$ cat src/rtl/alu_serial.sv
// -----------------------------------------------------------------------------
// alu_serial -- digit-serial ALU.
//
// Latches two WIDTH-bit operands and an operation code on an accepted start.
// It then evaluates the operands DIGIT bits per cycle, LSB first, through a
// DIGIT-wide slice that keeps its carry in a register. After the last digit
// it publishes a registered result plus zero / carry-out / overflow flags
// with a one-cycle done pulse. Throughput is one result per WIDTH/DIGIT + 2
// cycles.
//
// Parameters
//   WIDTH        operand / result width
//   DIGIT        bits processed per cycle (must divide WIDTH)
//
// Ports
//   clk          rising-edge clock
//   rst_n        asynchronous active-low reset
//   start        request, sampled only while idle
//   abort        (ALU_SERIAL_ABORT_EN only) cancel a running operation
//   src1, src2   operands A and B, latched when start is accepted
//   ALU_control  operation code, latched when start is accepted
//   busy         high while running and during the done cycle
//   done         one-cycle pulse; result and flags are valid
//   result       registered result, held until the next accepted start
//   zero         result == 0 (valid operation codes only)
//   cout         carry out of the MSB (ADD/SUB only)
//   overflow     signed overflow (ADD/SUB only)
//
// Configuration macro
//   ALU_SERIAL_ABORT_EN  when defined, adds the abort input port.
// -----------------------------------------------------------------------------
module alu_serial #(
    parameter int WIDTH = 32,
    parameter int DIGIT = 1
) (
    input  logic             clk,
    input  logic             rst_n,
    input  logic             start,
`ifdef ALU_SERIAL_ABORT_EN
    input  logic             abort,
`endif
    input  logic [WIDTH-1:0] src1,
    input  logic [WIDTH-1:0] src2,
    input  logic [3:0]       ALU_control,
    output logic             busy,
    output logic             done,
    output logic [WIDTH-1:0] result,
    output logic             zero,
    output logic             cout,
    output logic             overflow
);

    localparam int N     = WIDTH / DIGIT;
    localparam int CNT_W = (N > 1) ? $clog2(N) : 1;
    localparam logic [CNT_W-1:0] LAST_DIGIT = CNT_W'(N - 1);

    localparam logic [3:0] OP_AND  = 4'b0000;
    localparam logic [3:0] OP_OR   = 4'b0001;
    localparam logic [3:0] OP_ADD  = 4'b0010;
    localparam logic [3:0] OP_SUB  = 4'b0110;
    localparam logic [3:0] OP_SLT  = 4'b0111;
    localparam logic [3:0] OP_NOR  = 4'b1100;
    localparam logic [3:0] OP_NAND = 4'b1101;

    typedef enum logic [1:0] {
        S_IDLE = 2'd0,
        S_RUN  = 2'd1,
        S_DONE = 2'd2
    } state_t;

    state_t            state_q;
    logic [WIDTH-1:0]  a_q;        // operand A, shifted right one digit per cycle
    logic [WIDTH-1:0]  b_q;        // operand B, shifted right one digit per cycle
    logic [3:0]        op_q;
    logic [WIDTH-1:0]  res_q;      // result shift register, filled from the MSB side
    logic              carry_q;
    logic [CNT_W-1:0]  cnt_q;
    logic              busy_q;
    logic              done_q;
    logic              zero_q;
    logic              cout_q;
    logic              ovf_q;

    // Abort request seen by the FSM; tied off when the feature is not built.
    logic abort_hit;
`ifdef ALU_SERIAL_ABORT_EN
    assign abort_hit = abort;
`else
    assign abort_hit = 1'b0;
`endif

    // ------------------------------------------------------------------
    // Operation decode on the latched code
    // ------------------------------------------------------------------
    logic is_addsub;   // ADD or SUB: the only codes that report cout/overflow
    logic is_arith;    // ADD, SUB or SLT: uses the carry chain
    logic invert_b;    // SUB and SLT add ~B with carry-in 1
    logic valid_op;

    always_comb begin
        is_addsub = (op_q == OP_ADD) || (op_q == OP_SUB);
        is_arith  = is_addsub || (op_q == OP_SLT);
        invert_b  = (op_q == OP_SUB) || (op_q == OP_SLT);
        valid_op  = is_arith || (op_q == OP_AND) || (op_q == OP_OR) ||
                    (op_q == OP_NOR) || (op_q == OP_NAND);
    end

    // ------------------------------------------------------------------
    // DIGIT-wide slice: low DIGIT bits of the operand registers plus carry_q
    // ------------------------------------------------------------------
    logic [DIGIT-1:0] dig_res;
    logic             carry_d;      // carry out of the digit
    logic             carry_top;    // carry into the top bit of the digit
    logic             a_bit;
    logic             b_bit;
    logic             b_eff;
    logic             c_run;

    // NOTE: every signal written in always_comb gets a default at the top of
    // the block; a path that leaves one unassigned would infer a latch.
    always_comb begin
        dig_res   = '0;
        c_run     = carry_q;
        carry_top = carry_q;
        a_bit     = 1'b0;
        b_bit     = 1'b0;
        b_eff     = 1'b0;
        for (int i = 0; i < DIGIT; i++) begin
            a_bit     = a_q[i];
            b_bit     = b_q[i];
            b_eff     = b_bit ^ invert_b;
            // Ends the loop holding the carry into bit DIGIT-1; on the last
            // digit that is the carry into the operand MSB.
            carry_top = c_run;
            if (is_arith) begin
                dig_res[i] = a_bit ^ b_eff ^ c_run;
                c_run      = (a_bit & b_eff) | (c_run & (a_bit ^ b_eff));
            end else begin
                case (op_q)
                    OP_AND:  dig_res[i] = a_bit & b_bit;
                    OP_OR:   dig_res[i] = a_bit | b_bit;
                    OP_NOR:  dig_res[i] = ~a_bit & ~b_bit;
                    OP_NAND: dig_res[i] = ~a_bit | ~b_bit;
                    default: dig_res[i] = 1'b0;
                endcase
            end
        end
        carry_d = c_run;
    end

    // ------------------------------------------------------------------
    // Result shift and finalisation values (used on the last digit)
    // ------------------------------------------------------------------
    logic [WIDTH+DIGIT-1:0] shift_cat;
    logic [WIDTH-1:0]       res_shift;
    logic                   ovf_raw;
    logic [WIDTH-1:0]       final_res;

    always_comb begin
        shift_cat = {dig_res, res_q};
        res_shift = shift_cat[WIDTH+DIGIT-1:DIGIT];
        ovf_raw   = carry_top ^ carry_d;
        // SLT: sign of A-B corrected by signed overflow.
        if (op_q == OP_SLT) begin
            final_res = WIDTH'(dig_res[DIGIT-1] ^ ovf_raw);
        end else begin
            final_res = res_shift;
        end
    end

    // ------------------------------------------------------------------
    // Control FSM with registered outputs
    // ------------------------------------------------------------------
    // NOTE: sequential state is written with non-blocking assignments so that
    // every register samples the values from before the clock edge.
    always_ff @(posedge clk or negedge rst_n) begin
        if (!rst_n) begin
            state_q <= S_IDLE;
            a_q     <= '0;
            b_q     <= '0;
            op_q    <= '0;
            res_q   <= '0;
            carry_q <= 1'b0;
            cnt_q   <= '0;
            busy_q  <= 1'b0;
            done_q  <= 1'b0;
            zero_q  <= 1'b0;
            cout_q  <= 1'b0;
            ovf_q   <= 1'b0;
        end else begin
            case (state_q)
                S_IDLE: begin
                    done_q <= 1'b0;
                    if (start) begin
                        state_q <= S_RUN;
                        busy_q  <= 1'b1;
                        a_q     <= src1;
                        b_q     <= src2;
                        op_q    <= ALU_control;
                        carry_q <= (ALU_control == OP_SUB) || (ALU_control == OP_SLT);
                        cnt_q   <= '0;
                        res_q   <= '0;
                        zero_q  <= 1'b0;
                        cout_q  <= 1'b0;
                        ovf_q   <= 1'b0;
                    end
                end

                S_RUN: begin
                    if (abort_hit) begin
                        state_q <= S_IDLE;
                        busy_q  <= 1'b0;
                        done_q  <= 1'b0;
                        res_q   <= '0;
                        carry_q <= 1'b0;
                        cnt_q   <= '0;
                        zero_q  <= 1'b0;
                        cout_q  <= 1'b0;
                        ovf_q   <= 1'b0;
                    end else begin
                        a_q     <= a_q >> DIGIT;
                        b_q     <= b_q >> DIGIT;
                        carry_q <= carry_d;
                        cnt_q   <= cnt_q + 1'b1;
                        if (cnt_q == LAST_DIGIT) begin
                            state_q  <= S_DONE;
                            done_q   <= 1'b1;
                            res_q    <= final_res;
                            // Unknown codes report every flag as 0, zero included.
                            zero_q   <= valid_op && (final_res == '0);
                            cout_q   <= is_addsub & carry_d;
                            ovf_q    <= is_addsub & ovf_raw;
                        end else begin
                            res_q    <= res_shift;
                        end
                    end
                end

                S_DONE: begin
                    state_q <= S_IDLE;
                    busy_q  <= 1'b0;
                    done_q  <= 1'b0;
                end

                default: begin
                    state_q <= S_IDLE;
                    busy_q  <= 1'b0;
                    done_q  <= 1'b0;
                end
            endcase
        end
    end

    assign busy     = busy_q;
    assign done     = done_q;
    assign result   = res_q;
    assign zero     = zero_q;
    assign cout     = cout_q;
    assign overflow = ovf_q;

endmodule

$ cat config.mk
export PLATFORM = sky130hd
export DESIGN_NAME = alu_serial
export DESIGN_NICKNAME = d
export VERILOG_FILES = /design/src/rtl/alu_serial.sv
export SDC_FILE = /design/constraint.sdc
export NUM_CORES = 1
export LEC_CHECK = 0
export CAP_MARGIN = 15
export CORE_MARGIN = 3
export CORE_UTILIZATION = 40
export CTS_BUF_LIST = sky130_fd_sc_hd__clkbuf_16
export DETAILED_ROUTE_END_ITERATION = 10
export SETUP_SLACK_MARGIN = 0.1
export SLEW_MARGIN = 30
export SYNTH_ARGS = -nofsm -noshare
export SYNTH_HDL_FRONTEND = slang
export SYNTH_SLANG_ARGS = --single-unit
export TNS_END_PERCENT = 30
$ cat constraint.sdc
create_clock -name clk -period 4.3 [get_ports clk]
set_clock_uncertainty 0.15 [all_clocks]
set_input_delay 0.86 -clock clk [delete_from_list [all_inputs] [get_ports clk]]
set_output_delay 0.86 -clock clk [all_outputs]
set_load 0.1 [all_outputs]
Yosys cells after proc, flatten, opt, wreduce, memory -nomap -nowiden

Cells that the tools add are included.

Flip-flop bits (word level): 113
Output and inout port bits: 37
Logic and storage cells: 89
Input port bits: 71

Reduce and logical (&&, ||, !) cells: 18
Bitwise operators: 17
$add $sub $neg: 1
Equality and inequality tests: 12
Muxes and demuxes: 29

Operator list:

| kind                | number |
|---|---|
| $pmux 32 s2         | 3 |
| $mux 32             | 5 |
| $logic_not 32->1    | 1 |
| $eq 4x3->1 const B  | 4 |
| $mux 1              | 10 |
| $pmux 1 s2          | 5 |
| $pmux 5 s2          | 1 |
| $eq 4x4->1 const B  | 2 |
| $logic_or 1x1->1    | 8 |
| $reduce_and 2->1    | 4 |
| $and 1x1->1         | 6 |
| $add 5x1->5 const B | 1 |
| $eq 5x5->1 const B  | 1 |
| $mux 5              | 1 |
| $xor 1x1->1         | 5 |
| $eq 4x1->1 const B  | 1 |
| $eq 4x2->1 const B  | 1 |
| $logic_not 4->1     | 1 |
| $mux 2              | 2 |
| $ne 2x2->1 const B  | 2 |
| $pmux 1 s4          | 1 |
| $pmux 2 s2          | 1 |
| $not 1->1           | 3 |
| $or 1x1->1          | 3 |
| other kinds (5)     | 5 |

Logic depth before layout (Yosys ltp)

Depth after elaboration: 14
Depth in mapped cells: 9
Mapped depth without buffers: 9

Worst setup path after synthesis

OpenSTA, ideal clock, no wires.

Path kind: flip-flop to flip-flop
Start: reg op_q[3]
End: reg zero_q (netlist: zero)
Data required time: 4.024 ns
Setup time: 0.126 ns
Path buffers: 0
Period minus slack after synthesis: 2.183 ns
Data arrival time: 1.907 ns
Slack: 2.117 ns
Stages on the path, launching flop included: 8
Cells stage by stage: dfrtp_1 > and2b_1 > nand2_1 > xor2_1 > fa_1 > xnor2_1 > o32ai_1 > a221o_1

Cells in the longest elaborated chain, start to end: 14
Elaborated cells between the ends (all ways): 30
Those cells by class: eq/ne (6); mux (6); bitwise (8); reduce/logical (10)

RTL lines:

| element                              | RTL line | RTL |
|---|---|---|
| from (decl)                          | 74       | `logic [3:0] op_q;` |
| from (signal assigned)               | 199      | `op_q <= ALU_control;` |
| $eq 4x3->1, on equally long branches | n/a      |  |
| $logic_or 1x1->1                     | 103      | `invert_b = (op_q == OP_SUB) \|\| (op_q == OP_SLT);` |
| $xor 1x1->1                          | 131      | `b_eff = b_bit ^ invert_b;` |
| $xor 1x1->1                          | 136, 137 |  |
| $and 1x1->1                          | 137      | `c_run = (a_bit & b_eff) \| (c_run & (a_bit ^ b_eff));` |
| $or 1x1->1                           | 137      |  |
| $mux 1                               | 135      | `if (is_arith) begin` |
| $xor 1x1->1                          | 162      | `ovf_raw = carry_top ^ carry_d;` |
| $xor 1x1->1                          | 165      | `final_res = WIDTH'(dig_res[DIGIT-1] ^ ovf_raw);` |
| $mux 32                              | 164      | `if (op_q == OP_SLT) begin` |
| $logic_not 32->1                     | 230      | `zero_q <= valid_op && (final_res == '0);` |
| $logic_and 1x1->1 (*)                | 230      |  |
| $mux 1 (*)                           | 225      | `if (cnt_q == LAST_DIGIT) begin` |
| $pmux 1 s2 (*)                       | 191      | `case (state_q)` |
| to (signal assigned)                 | 230      |  |
| to (decl)                            | 80       | `logic zero_q;` |

Every way passes the cells marked *; elsewhere a longest branch is shown, timed or not. The select of a mux whose other input is x is not followed.
A chain may end at the register's enable or synchronous reset.

Final worst setup path

Start: reg res_q[25] (netlist: result[25])
End: out result[25]

RTL lines:

| element                | RTL line | RTL |
|---|---|---|
| from (decl)            | 75       | `logic [WIDTH-1:0] res_q;` |
| from (signal assigned) | 228      | `res_q <= final_res;` |
| from (signal assigned) | 234      | `res_q <= res_shift;` |
| to (decl)              | 47       | `output logic [WIDTH-1:0] result,` |

No word-level cell between the ends.

==> run summary <==
initial antenna violation count -> 0
starting density of the core -> 0.415
CP max stage cell -> clkdlybuf4s50_1
TritonCTS clock tree -> built
top_reg_cell synth -> dfrtp_1
syn_nets -> 605
Req. time, crit path -> 3.29 ns
# fillers -> 1154
Pre-antenna DRT Iters -> 5
Final Critical Period -> 3.05 ns
Setup CP Type -> reg2out
MaxCap Viol Count -> 0
Skew-Pair Late Insertion Delay -> 0.41 ns
routability congestion estimate -> 0.809
combinational share of power -> 0.386
layout net count -> 696
Clock Sinks -> 113
final hold violations -> 0
Warnings, synthesis -> 0
run status -> completed
die area -> 14700 um2
Flop pwr share -> 0.358
top cell family by delay on the critical path -> buffers and inverters
Max Clk Rate -> 328 MHz
Synth Area per Inst -> 10.0 um2
CTS root buffer -> clkbuf_16
share of total power in the clock network -> 0.256
Critical Path AT -> 2.04 ns
CP endpoint -> result[25]
Int Power -> 0.00292 W
Critical Path Fanout Max -> 4
gr ovfl total -> 0
Worst path depth -> 1
io pins -> 108
Reg-to-Reg Start -> state_q[0]
Tightest Pin Transition -> 1.01 ns
register area share after synthesis -> 0.531
unrepaired setup endpoints after global routing -> false
violation count after the first detailed-route iteration -> 388
CTS Buf Count -> 17
share of the synthesized area in the top cell type -> 0.531
crit path launch type -> register
WP buf/inv -> 1
Setup Fix Bufs, Post-CTS -> 0
Layout area overhead -> 32.3%
reg-to-reg endpoint -> zero
Setup crit end kind -> primary output
register-to-register setup slack -> 1.84 ns
CP Cell Sequence -> clkdlybuf4s50_1
Synth Cell Area -> 5320 um2
headroom to the max-slew limit -> 0.325
largest net degree at the start of global routing -> 70
dominant cell type by area after synthesis -> dfrtp_1
switching share of power -> 0.413
DP HPWL -> 8.70 mm
Core Area -> 12800 um2
most frequent cells in the layout -> 111 x dfrtp_1, 105 x clkdlybuf4s50_1, 74 x o21ai_0, 65 x a21oi_1
first-pass GRT wire length -> 22.4 mm
worst hold path type -> reg2reg
setup TNS -> 0 ns
Max rail drop VDD -> 0.498 mV
Worst-path clk slew -> 0.05 ns
Final Non-Filler Cells -> 807
Final ANT Viol Nets -> 0
Hold Buf Count CTS -> 0
post-cts repair resize count -> 0
Vias per Instance -> 5.50
worst-case reg-to-reg path depth -> 5
Die H -> 121 um
Avg WL per Cell -> 16.9 um
H-tree depth -> 4
Port Buffers -> 107
count of cell types in the netlist -> 41
layout cells sized above 1 -> 0.0630
Leak Pwr -> 2.98 nW
Slew Viols, Final -> 0
ys async rst share -> 1.00
fin crit share -> 0.709
Yosys reg bits -> 113
critical path startpoint -> result[25]
Post-synth EDFFs -> 0
P per Cell Area -> 707 nW/um2
Total GRT Usage -> 0.191
Syn Inst Count -> 531
number of global-route vias before repair -> 4369
Psw -> 0.00206 W
commonest non-fill, non-tap cell in the layout -> dfrtp_1
WL final -> 13.7 mm
Rows -> 41
max incr delay on CP -> 1.18 ns
hold_sp -> cnt_q[3]
Longest Clk Path Bufs -> 2
DRC errors left -> 0
Cells after DPL -> 775
via count -> 4438
setup violators final -> 0
Diodes inserted -> 0
Die Span X -> 121 um
largest cells by area after synthesis -> dfrtp_1 53%, a22oi_1 8.7%, nor2b_1 7.4%, o21ai_0 7.0%, a21oi_1 6.1%
[worst register-to-register path, stage by stage (launching register included)]
cell	delay [ns]
dfrtp_4	0.82
and2b_4	0.53
and2_1	0.30
o2111ai_1	0.15
o32ai_1	0.27
a221o_1	0.18
[cell usage after synthesis (all sizes together), types with 2 or more instances]
master and n:
nor4 7, a22oi 62, clkbuf 20, and2 2, inv 6, xor2 2
dfrtp 113, a21oi 65, ha 2, buf 24, nand4 3, nor2b 63
o21ai 76, and2b 3, nand2 19, a22o 34, nor2 9
[state kept, by name, indices dropped and copies added, names as in the netlist, 2 cells and up]
signal,cells
state_q,2
b_q,32
a_q,32
result,32
cnt_q,5
op_q,4
[cells by family (layout without fill, tap and decap cells)]
kind of cell,after synthesis,count (layout),synth area share
AO/OA/AOI/OAI,248,248,0.293
flip-flops,113,113,0.531
AND/OR/NAND/NOR,113,113,0.121
buffers and inverters,50,154,0.0386
adder cells (fa/ha/maj),3,3,0.00846
XOR/XNOR,3,3,0.00494
multiplexers,1,1,0.00212
[per-layer routing]
metal  wire, um  part of all wire  global-route usage
met1       6610              0.48               0.273
met2       6180              0.45               0.274
met3        777             0.057              0.0685
met4        112            0.0082              0.0546
met5          0                 0                   0
[power groups by stage]
stage | combinational, W | clock, W | sequential [W]
2_1_floorplan | 0.000790 | 0 | 0.00238
3_5_place_dp | 0.00193 | 0 | 0.00179
3_3_place_gp | 0.00191 | 0 | 0.00178
4_1_cts | 0.00193 | 0.00130 | 0.00178
6_report | 0.00192 | 0.00127 | 0.00178
5_1_grt | 0.00207 | 0.00135 | 0.00184
[worst min path at each step]
stage	depth (start not counted)	to	slack, ns
CTS	1	cnt_q[3]	0.33
floorplan	1	cnt_q[3]	0.30
finish	1	cnt_q[3]	0.32
global route	2	result[0]	0.36
global placement	2	result[0]	0.32
detailed placement	1	cnt_q[3]	0.32
[final cells by class]
type | count | area [um2] | area share
Clock inverter | 15 | 113 | 0.0160
Timing Repair Buffer | 116 | 1130 | 0.161
Clock buffer | 17 | 425 | 0.0604
Multi-Input combinational cell | 368 | 2300 | 0.327
Tap cell | 172 | 215 | 0.0306
Sequential cell | 113 | 2830 | 0.402
Inverter | 6 | 22.5 | 0.00320
[through the flow]
stage / power [W] / setup WS, ns / utilization / instance area, um2 / hold slack, ns
2_1_floorplan: 0.00317 / 2.12 / - / 5320 / 0.299
3_3_place_gp: 0.00369 / 1.61 / 0.507 / 6500 / 0.319
3_5_place_dp: 0.00372 / 1.69 / 0.507 / 6500 / 0.324
4_1_cts: 0.00501 / 1.25 / 0.549 / 7040 / 0.330
5_1_grt: 0.00527 / 1.22 / 0.549 / 7040 / 0.363
6_report: 0.00498 / 1.25 / 0.549 / 7040 / 0.324
Power figures use the tool's default switching activity.
